$ cat config.mk
export PLATFORM = sky130hd
export DESIGN_NAME = instr_mem_loader_flat
export DESIGN_NICKNAME = d
export VERILOG_FILES = /design/src/rtl/instr_mem_loader_if.sv /design/src/rtl/instr_mem_loader.sv /design/src/flat_wrapper.sv
export SDC_FILE = /design/constraint.sdc
export NUM_CORES = 1
export LEC_CHECK = 0
export ABC_CLOCK_PERIOD_IN_PS = 1900
export CORE_UTILIZATION = 30
export DETAILED_ROUTE_END_ITERATION = 8
export DONT_BUFFER_PORTS = 1
export GPL_TIMING_DRIVEN = 0
export PLACE_DENSITY = 0.5
export SYNTH_ARGS = -nofsm -noshare
export SYNTH_HDL_FRONTEND = slang
export SYNTH_SLANG_ARGS = --single-unit
$ cat constraint.sdc
create_clock -name clk -period 1.9 [get_ports clk]
set_clock_uncertainty 0.2 [all_clocks]
set_input_delay 0.38 -clock clk [delete_from_list [all_inputs] [get_ports clk]]
set_output_delay 0.38 -clock clk [all_outputs]
set_load 0.03 [all_outputs]
$ cat src/rtl/instr_mem_loader_if.sv
// Program-load bus: the 8-bit byte stream into the loader and the
// instruction-memory write port out of it.
interface instr_mem_loader_if #(
  parameter int ADDR_WIDTH = 4,
  parameter int DATA_WIDTH = 32
);
  logic [7:0]            in_data;
  logic                  in_valid;
  logic                  in_ready;
  logic                  mem_we;
  logic [ADDR_WIDTH-1:0] mem_addr;
  logic [DATA_WIDTH-1:0] mem_wd;

  // Byte source / memory observer side
  modport master (
    output in_data, in_valid,
    input  in_ready, mem_we, mem_addr, mem_wd
  );

  // Loader side
  modport slave (
    input  in_data, in_valid,
    output in_ready, mem_we, mem_addr, mem_wd
  );
endinterface

$ cat src/rtl/instr_mem_loader.sv
// Byte-stream program loader. Accepts a frame of
//   count byte N, 4*N instruction bytes (little-endian words), XOR checksum byte
// writes each assembled word into instruction memory, and keeps the core in
// reset until a load has been verified.
module instr_mem_loader #(
  parameter int ADDR_WIDTH = 4,
  parameter int DATA_WIDTH = 32
) (
  input  logic                clk,
  input  logic                rst,
  input  logic                start,
  instr_mem_loader_if.slave   bus,
  output logic                core_rst,
  output logic                busy,
  output logic                done,
  output logic                err,
  output logic [ADDR_WIDTH:0] words_loaded
);

  localparam int unsigned CAP = 1 << ADDR_WIDTH;

  typedef enum logic [2:0] {IDLE, COUNT, DATA, WRITE, CHECK} state_t;

  state_t                state;
  state_t                state_nxt;
  logic [7:0]            count;
  logic [7:0]            checksum;
  logic [1:0]            byte_idx;
  logic [ADDR_WIDTH-1:0] word_idx;
  logic [23:0]           word_lo;
  logic                  fire;
  logic                  count_ok;
  logic                  last_word;

  // Bytes are only taken in the states that consume stream data; WRITE stalls
  assign bus.in_ready = (state == COUNT) || (state == DATA) || (state == CHECK);
  assign bus.mem_we   = (state == WRITE);
  assign busy         = (state != IDLE);
  assign fire         = bus.in_valid && bus.in_ready;

  // N = 2**ADDR_WIDTH fills memory exactly and is legal
  assign count_ok  = (bus.in_data != 8'd0) && (32'(bus.in_data) <= CAP);
  assign last_word = ((32'(word_idx) + 32'd1) == 32'(count));

  // State register
  always_ff @(posedge clk or negedge rst) begin
    if (!rst) state <= IDLE;
    else      state <= state_nxt;
  end

  // Next-state decode
  always_comb begin
    state_nxt = state;
    case (state)
      IDLE:  if (start) state_nxt = COUNT;
      COUNT: if (bus.in_valid) state_nxt = count_ok ? DATA : IDLE;
      DATA:  if (bus.in_valid && (byte_idx == 2'd3)) state_nxt = WRITE;
      WRITE: state_nxt = last_word ? CHECK : DATA;
      CHECK: if (bus.in_valid) state_nxt = IDLE;
      default: state_nxt = IDLE;
    endcase
  end

  // Word assembly, checksum, write port and status flags
  always_ff @(posedge clk or negedge rst) begin
    if (!rst) begin
      count        <= '0;
      checksum     <= '0;
      byte_idx     <= '0;
      word_idx     <= '0;
      word_lo      <= '0;
      bus.mem_addr <= '0;
      bus.mem_wd   <= '0;
      core_rst     <= 1'b0;
      done         <= 1'b0;
      err          <= 1'b0;
      words_loaded <= '0;
    end else begin
      case (state)
        IDLE: begin
          if (start) begin
            done         <= 1'b0;
            err          <= 1'b0;
            words_loaded <= '0;
            core_rst     <= 1'b1;
          end
        end
        COUNT: begin
          if (fire) begin
            if (count_ok) begin
              count    <= bus.in_data;
              byte_idx <= '0;
              word_idx <= '0;
              checksum <= '0;
            end else begin
              err <= 1'b1;
            end
          end
        end
        DATA: begin
          if (fire) begin
            checksum <= checksum ^ bus.in_data;
            byte_idx <= byte_idx + 2'd1;
            case (byte_idx)
              2'd0: word_lo[7:0]   <= bus.in_data;
              2'd1: word_lo[15:8]  <= bus.in_data;
              2'd2: word_lo[23:16] <= bus.in_data;
              default: begin
                // Present the finished word now so it is stable during WRITE
                bus.mem_wd   <= DATA_WIDTH'({bus.in_data, word_lo});
                bus.mem_addr <= word_idx;
              end
            endcase
          end
        end
        WRITE: begin
          word_idx     <= word_idx + ADDR_WIDTH'(1);
          words_loaded <= words_loaded + (ADDR_WIDTH + 1)'(1);
        end
        CHECK: begin
          if (fire) begin
            if (bus.in_data == checksum) begin
              done     <= 1'b1;
              core_rst <= 1'b0;
            end else begin
              err <= 1'b1;
            end
          end
        end
        default: ;
      endcase
    end
  end

endmodule
$ cat src/flat_wrapper.sv
// flat-port wrapper written by rule: the top's interface ports become plain ports
module instr_mem_loader_flat 
#(
  parameter int ADDR_WIDTH = 4,
  parameter int DATA_WIDTH = 32
)
  (clk, rst, start, core_rst, busy, done, err, words_loaded, bus_in_data, bus_in_valid, bus_in_ready, bus_mem_we, bus_mem_addr, bus_mem_wd);
  instr_mem_loader_if #(.ADDR_WIDTH(ADDR_WIDTH), .DATA_WIDTH(DATA_WIDTH)) bus_i ();
  input  logic clk;
  input  logic rst;
  input  logic start;
  output logic core_rst;
  output logic busy;
  output logic done;
  output logic err;
  output logic [ADDR_WIDTH:0] words_loaded;
  input wire logic [$bits(bus_i.in_data)-1:0] bus_in_data;
  input wire logic [$bits(bus_i.in_valid)-1:0] bus_in_valid;
  output wire logic [$bits(bus_i.in_ready)-1:0] bus_in_ready;
  output wire logic [$bits(bus_i.mem_we)-1:0] bus_mem_we;
  output wire logic [$bits(bus_i.mem_addr)-1:0] bus_mem_addr;
  output wire logic [$bits(bus_i.mem_wd)-1:0] bus_mem_wd;
  assign bus_i.in_data = bus_in_data;
  assign bus_i.in_valid = bus_in_valid;
  assign bus_in_ready = bus_i.in_ready;
  assign bus_mem_we = bus_i.mem_we;
  assign bus_mem_addr = bus_i.mem_addr;
  assign bus_mem_wd = bus_i.mem_wd;
  instr_mem_loader #(.ADDR_WIDTH(ADDR_WIDTH), .DATA_WIDTH(DATA_WIDTH)) u_core (.clk(clk), .rst(rst), .start(start), .bus(bus_i), .core_rst(core_rst), .busy(busy), .done(done), .err(err), .words_loaded(words_loaded));
endmodule
==> run summary, run 1 <==
The class of the worst hold path is input pin to asynchronous set/reset pin. In this run the tool buffered the top-level ports with 0 buffer cells. The synthesized netlist occupies a cell area of 0.00420 mm2. The met3 usage in global routing came out at 4.39%. For this run, asynchronously set or reset flops after synthesis account for 100%. The final wirelength is 10200 um. Once routing completed, OpenROAD measured the worst setup slack at -0.252 ns.

For this design, the sink count on the clock tree is 93. Counting flops with a built-in enable in the synthesized netlist gives 0. The transition time at the pin with the least slew margin is 0.542 ns. The total power of the final layout is 8580 uW.

The initial antenna violation count came out at 0. TritonCTS built the clock tree. The standard-cell row count came out at 42. The timing-limited maximum frequency is 0.465 GHz. After Yosys synthesis, full adders, half adders and majority gates account for 1.79% of the synthesized area. The most used standard cell by instance count after synthesis is sky130_fd_sc_hd__dfrtp_1.

In the synthesized netlist the dominant register cell turns out to be sky130_fd_sc_hd__dfrtp_1. Walking the worst path, the cells encountered are or3b_4 > buf_8 > clkbuf_16 > o21ai_4. The wire length per cell is 18.8 um. The final critical delay including setup and external delays came out at 2.15 ns. The first TritonRoute pass finished after 4 iterations. The worst voltage drop across the vdd grid came out at 619 uV. The share of Yosys cell area claimed by the top area cell type is 55.5%. Setup violations remaining at the end of the flow were counted as 80. The final worst hold slack is -0.474 ns.

The power share of the clock group came out at 20.3%. Counting every instance in the synthesized netlist gives 323. The first global-routing pass estimated 16200 um of wire. The number of DRC markers after the initial detailed-route iteration is 112. The checks that failed: negative hold slack, negative setup slack. Of the post-synthesis cell area, the part taken by muxes is 19.2%. Ranked by total cell area, the synthesized netlist is headed by sky130_fd_sc_hd__dfrtp_1 55%, sky130_fd_sc_hd__mux2_2 18%, sky130_fd_sc_hd__ha_1 1.8%. The flow ran to the end, but the final reports show violations. The number of global-route vias before repair came to 2774. The library cell used as clock root buffer is sky130_fd_sc_hd__clkbuf_16. The final period utilization is 113%.

The largest family of logic cells by synthesized area is multiplexers. sky130_fd_sc_hd__dfrtp_1 takes more of the synthesized area than any other cell. The number of antenna diodes in the final layout is 0. The number of top-level design ports came out at 59. The maximum number of pins on one net before global-route repair is 94. The number of hold violations in the final report came out at 93.

The cell family contributing the most delay on the critical path is simple AND/OR/NAND/NOR gates. The net switching power of the design came out at 3220 uW. The detailed-route via count is 2666. The total clock buffers created by CTS is 9. The core area came out at 0.0135 mm2.

The compound-gate portion of the synthesized area came out at 7.10%. The post-synthesis sequential area ratio came out at 55.5%. In this run the horizontal extent of the chip is 120 um. The hold-fix buffer count after cts came out at 3.

The worst slew slack as a fraction of its limit is 63.9%. The effective utilization at floorplan is 31.2%. The max-capacitance violation count is 0. STA classifies the critical path startpoint as a flip-flop. The simple logic cell fraction of the synthesized area is 10.3%. No sink is reached through more buffers than the 2 on the longest clock path. The layout-stage area growth over the synthesis result came out at 30.7%. The internal power of the cells totals 5360 uW. For the worst-skew pair, the clock arrives at the later sink with an insertion delay of 0.34 ns. The critical path arrival came out at 1.57 ns. The met2 track utilization from global routing came out at 23.7%. The final layout contains 382 nets. Once detailed placement completed, the half-perimeter wirelength came to 5960 um. The distinct cell type count of the synthesized netlist is 48. The final RePlAce weighted congestion came out at 0.728. The H-tree depth reported by CTS is 3. In this run the worst path has a maximum fanout of 3. The busiest layer in global routing is met2. In this run switching power makes up 37.5% of total power.

The remaining antenna violation count after routing came out at 0. The synthesized area divided by synthesized cell count is 13.0 um2. The remaining design rule violation count is 0. The critical path's largest stage delay came out at 0.43 ns. The number of max-slew violations in the final report came out at 0. The buffering stage count on the worst path with inverters included came out at 2. The leakage power is 0.00241 uW. The total congestion overflow is 0. The share of total power dissipated in sequential elements is 46.1%. The number of nets in the synthesized netlist came out at 341. For met1 alone, demand over resource in global routing was 19.7%. Ranked by instance count, the synthesized netlist is headed by 93 x sky130_fd_sc_hd__dfrtp_1, 67 x sky130_fd_sc_hd__mux2_2, 19 x sky130_fd_sc_hd__nand2_1. The floorplan step defined a die boundary enclosing 0.0145 mm2. The xor and xnor area share after synthesis is 2.92%. The endpoint type of the worst setup path is a primary output. Setup total negative slack on the finished layout was measured at -11.70 ns. The total power density per cell area is 1570 mW/mm2. The clock-pin transition on the worst setup and hold timing paths is 0.07 ns. The layout cell share with drive strength beyond 1 is 42.8%. The average vias per placed instance came out at 4.89. Setup repair after global routing could not meet its margin everywhere. With fillers left out, the area of the finished cells amounts to 0.00548 mm2. Of the total power, combinational logic draws 33.6%. The synthesis-stage register bit count is 93. The critical path data required time came out at 1.32 ns. The critical path is of the flip-flop to primary output type. The instance area at placement came out at 0.00460 mm2.

For this design, the slowest cell found on the critical path is sky130_fd_sc_hd__or3b_4. The die is 120 um tall. The count of synthesis-stage warnings from yosys is 0.

The total routing usage reported by global routing is 14.9%.
kinds of logic (layout without fill, tap and decap cells):
| family | count (synthesis) | count (layout) |
|---|---|---|
| AOI/OAI and AO/OA | 42 | 42 |
| xor gates and xnor gates | 14 | 14 |
| adders and majority gates | 6 | 6 |
| buffers and inverters | 24 | 70 |
| DFF | 93 | 93 |
| muxes | 72 | 72 |
| and+or+nand+nor | 72 | 72 |
flip-flops by register name, summed over array words and instances (netlist names):
register and flops:
u_core.word_idx 4, u_core.checksum 8, u_core.err 1, u_core.state 3, u_core.bus.mem_addr 4, u_core.word_lo 24
u_core.byte_idx 2, u_core.bus.mem_wd 32, u_core.core_rst 1, u_core.done 1, u_core.words_loaded 5, u_core.count 8
what timing repair did:
| action | 4_1_cts | 5_1_grt |
|---|---|---|
| hold endpoints to repair | 108 | 93 |
| resized for setup | 46 | 18 |
| setup buffers | 25 | 6 |
| gates cloned | 3 | 0 |
| pin swaps | 15 | 9 |
| endpoints found under the setup margin | 90 | 89 |
cell usage in the layout, fill, tap and decap left out, types with 3 or more instances in the layout:
| master | netlist | routed |
|---|---|---|
| sky130_fd_sc_hd__mux2i_1 | 3 | 3 |
| sky130_fd_sc_hd__nand2_1 | 19 | 18 |
| sky130_fd_sc_hd__o2bb2ai_1 | 5 | 5 |
| sky130_fd_sc_hd__mux2_2 | 67 | 30 |
| sky130_fd_sc_hd__nor4_4 | 1 | 4 |
| sky130_fd_sc_hd__nor2b_1 | 6 | 6 |
| sky130_fd_sc_hd__buf_6 | 3 | 8 |
| sky130_fd_sc_hd__buf_12 | 0 | 8 |
| sky130_fd_sc_hd__buf_8 | 0 | 5 |
| sky130_fd_sc_hd__clkbuf_16 | 0 | 10 |
| sky130_fd_sc_hd__xnor2_1 | 7 | 7 |
| sky130_fd_sc_hd__dfrtp_1 | 93 | 92 |
| sky130_fd_sc_hd__and2_1 | 3 | 3 |
| sky130_fd_sc_hd__a21oi_1 | 5 | 5 |
| sky130_fd_sc_hd__xor2_1 | 7 | 6 |
| sky130_fd_sc_hd__or2_2 | 4 | 4 |
| sky130_fd_sc_hd__dlygate4sd3_1 | 0 | 3 |
| sky130_fd_sc_hd__mux2_4 | 0 | 39 |
| sky130_fd_sc_hd__a221o_1 | 3 | 3 |
| sky130_fd_sc_hd__nor2_1 | 6 | 6 |
| sky130_fd_sc_hd__inv_1 | 4 | 3 |
| sky130_fd_sc_hd__ha_1 | 6 | 5 |
| sky130_fd_sc_hd__o21ai_0 | 11 | 8 |
| sky130_fd_sc_hd__nand3_1 | 3 | 3 |
| sky130_fd_sc_hd__nand2b_1 | 7 | 7 |
| sky130_fd_sc_hd__a31o_4 | 0 | 5 |
| sky130_fd_sc_hd__buf_4 | 4 | 16 |
| sky130_fd_sc_hd__nand4_1 | 4 | 4 |
| sky130_fd_sc_hd__nand2_8 | 0 | 3 |
| sky130_fd_sc_hd__clkbuf_1 | 7 | 4 |
area by class of cell:
class | count | area [um2]
Sequential cell | 93 | 2330
Timing Repair Buffer | 35 | 410
Clock buffer | 11 | 243
Clock inverter | 5 | 43.8
Inverter | 6 | 27.5
Multi-Input combinational cell | 206 | 2060
Buffer | 13 | 153
Fill cell | 1286 | 7970
Tap cell | 176 | 220
stage by stage:
step,utilization (%),setup slack [ns],instances
2_1_floorplan,-,-0.138,323
3_3_place_gp,34.2,-0.446,499
3_5_place_dp,34.2,-0.455,499
4_1_cts,40.7,-0.300,545
5_1_grt,40.7,-0.289,545
6_report,40.7,-0.252,545
power groups by stage:
stage | logic (uW) | clock network, uW | registers, uW
after global routing | 3130 | 1870 | 4070
final | 2880 | 1740 | 3960
after detailed placement | 2230 | 0 | 3980
after floorplan | 1940 | 0 | 3780
after CTS | 2850 | 1790 | 3960
after global placement | 2180 | 0 | 3940
final timing paths:
| kind | start | to | slack [ns] | cells past startpoint |
|---|---|---|---|---|
| max in group asynchronous | rst | u_core.word_idx[0] | 1.84 | 0 |
| worst min-delay path | rst | u_core.word_lo[9] | -0.47 | 0 |
| worst min register to register | u_core.count[7] | u_core.count[7] | 0.29 | 1 |
| min in group clk | start | u_core.core_rst | 0.03 | 2 |
| worst max register to register | u_core.state[2] | u_core.count[3] | -0.25 | 7 |
| worst max-delay path | u_core.state[2] | bus_in_ready | -0.25 | 4 |
routing by layer:
metal	share of wire [%]	wire length, um	up-vias
met4	1.3	138	0
met5	0	0	-
met2	48	4890	65
li1	-	-	1231
met3	4.4	452	13
met1	47	4770	1357
(Power assumes the default switching activity.)
==> run 2: changes to the inputs <==
Settings changed: GPL_TIMING_DRIVEN 0 to unset, SETUP_SLACK_MARGIN set to 0.2.
==> run 2 against run 1 <==
Effect of this change: critical endpoint is now u_core.checksum[4]; the flow still finishes with violations (negative hold slack, negative setup slack); register-to-register slack better by 0.15 ns; final cell count is 0.37% lower; first-iteration DRC count is 26% higher; highest routed layer unchanged.
==> run summary, run 2 (same netlist as run 1, synthesis figures left out) <==
The flow ran to the end, but the final reports show violations. The final reports fail on negative hold slack, negative setup slack. The maximum fanout along the worst path is 4 (+1).

The critical path data required time is 1.93 ns (+0.61 ns). The final wirelength is 10300 um (+0.58%). The largest registers in the layout are u_core.bus.mem_wd: 32 flops, u_core.word_lo: 24 flops. The final RePlAce weighted congestion is 0.717 (-1.5%). The total routing usage reported by global routing came to 15.2% (+0.23 points). The critical path arrival came out at 2.03 ns (+0.46 ns). The critical setup path kind is flip-flop to flip-flop.

The first-pass GRT wire length is 16400 um (+1.6%). The setup-violating endpoint count in the final report is 65 (-19%). The number of top-level design ports is 59 (unchanged). The net count reported at finish came out at 380 (-0.52%). Setup repair after global routing could not meet its margin everywhere. The post-route standard cell area excluding fillers is 0.00542 mm2 (-1.2%). The total half-perimeter wirelength after legalization and detailed placement is 6150 um (+3.2%). The number of input and output port buffers inserted is 0 (unchanged). The final period utilization came out at 105% (-8.0 points). The class of the worst hold path is input pin to asynchronous set/reset pin.

The average vias per placed instance came out at 4.90 (+0.26%). The instance area at placement is 0.00469 mm2 (+2.0%). The maximum number of pins on one net before global-route repair came out at 94 (unchanged).

The height of the chip came out at 120 um (unchanged). The number of DRC markers after the initial detailed-route iteration came to 141 (+26%). The pre-CTS worst setup slack was -0.106 ns (+0.349 ns). The clock-pin transition on the worst setup and hold timing paths is 0.07 ns (about the same). The layout cell share with drive strength beyond 1 is 43.9% (+1.1 points). The most common library cell in the layout ignoring fill and taps is sky130_fd_sc_hd__dfrtp_1. The total power of the final layout came out at 8820 uW (+2.7%). The layout-stage area growth over the synthesis result came out at 29.1%. The iteration count of the initial detailed-routing pass is 4 (unchanged).

STA classifies the critical path endpoint as a flip-flop. The timing-limited maximum frequency came to 0.500 GHz (+7.6%). The leakage power was 0.00242 uW (+0.25%). The final core utilization is 40.3% (-0.49 points).

The effective utilization at floorplan came out at 31.2% (unchanged). The area of the die was 0.0145 mm2 (unchanged). The max-capacitance violation count came out at 0 (unchanged). The transition time at the pin with the least slew margin came out at 0.405 ns (-0.138 ns). The worst setup path is launched from a flip-flop.

The total congestion overflow came out at 0 (unchanged). The TritonCTS sink count is 93 (unchanged). TritonCTS built the clock tree. The worst-case clock buffer depth was 2 (unchanged). The number of hold violations in the final report came out at 93 (unchanged).

The detailed-route via count was 2663 (-0.11%). The final critical delay including setup and external delays was 2.00 ns (-0.152 ns). The core area is 0.0135 mm2 (unchanged). The worst voltage drop across the vdd grid came out at 528 uV (-15%). The number of max-slew violations in the final report was 0 (unchanged). The H-tree depth reported by CTS came out at 3 (unchanged). The total power density per cell area was 1630 mW/mm2 (+4.0%). Leaving out fill and tap cells, the most frequent cells in the layout are 93 x sky130_fd_sc_hd__dfrtp_1, 42 x sky130_fd_sc_hd__mux2_4, 27 x sky130_fd_sc_hd__mux2_2. The flip-flop count of the largest register after layout is 32 (unchanged). The clock insertion delay at the later pin of the skew report is 0.34 ns (about the same). The worst slew slack as a fraction of its limit came out at 73.0% (+9.1 points).

The wire length per cell came to 19.0 um (+0.95%). The remaining antenna violation count after routing was 0 (unchanged). The least setup slack across all paths after layout came out at -0.100 ns (+0.152 ns). The remaining design rule violation count is 0 (unchanged).

The total clock buffers created by CTS came out at 9 (unchanged). The standard-cell row count is 42 (unchanged). u_core.bus.mem_wd holds more flip-flops than any other register. The initial antenna violation count is 0 (unchanged). The final worst hold slack is -0.475 ns (-0.00144 ns).

The number of global-route vias before repair is 2848 (+2.7%). The hold-fix buffer count after cts is 9 (+6). The die width is 120 um (unchanged). Clock tree synthesis selected as its root buffer the cell sky130_fd_sc_hd__clkbuf_16. The antenna diode count is 0 (unchanged).
## run 2: per-stage QoR
step / instances / TNS, ns
finish: 543 / -3.90
global route: 543 / -7.80
CTS: 536 / -4.32
detailed placement: 504 / -0.810
global placement: 504 / -0.419
floorplan: 323 / -3.87
## run 2: routing by layer
layer  vias to the layer above  global-route usage (%)  wire length, um
met5                         -                       0                0
met4                         0                    6.79              284
met3                        17                    4.10              419
met2                        50                    22.9             4760
met1                      1369                    20.3             4840
li1                       1227                       -                -
## run 2: timing repair
item,CTS,global route
resized for setup,35,13
pin swaps,13,7
endpoints found under the hold margin,134,93
setup buffers,7,7
setup endpoints to repair,92,94
## run 2: power by group
group	internal, uW	switching (uW)
combinational	1800	1280
sequential	2730	1160
clock	1060	783
## run 2: worst paths after layout
check | startpoint | endpoint | slack [ns] | depth (start not counted)
worst min-delay path | rst | u_core.bus.mem_wd[3] | -0.48 | 0
worst min register to register | u_core.count[6] | u_core.count[6] | 0.30 | 1
min in group clk | start | u_core.err | 0.04 | 3
worst max-delay path | u_core.state[0] | u_core.checksum[4] | -0.10 | 6
worst max register to register | u_core.state[0] | u_core.checksum[4] | -0.10 | 6
max in group asynchronous | rst | u_core.bus.mem_addr[0] | 1.80 | 0
## run 2: critical path: stages, from the launching register on
cell and delay (ns):
sky130_fd_sc_hd__dfrtp_1 0.39, sky130_fd_sc_hd__or3b_4 0.42, sky130_fd_sc_hd__buf_6 0.14, sky130_fd_sc_hd__buf_12 0.12, sky130_fd_sc_hd__buf_4 0.14, sky130_fd_sc_hd__and2_4 0.15
sky130_fd_sc_hd__a221o_1 0.32
## run 2: area by class of cell
type                            instances  area [um2]
Multi-Input combinational cell        206        2100
Fill cell                            1280        8040
Tap cell                              176         220
Timing Repair Buffer                   46         443
Clock buffer                           12         246
Sequential cell                        93        2330
Inverter                                6        22.5
Clock inverter                          4        55.1
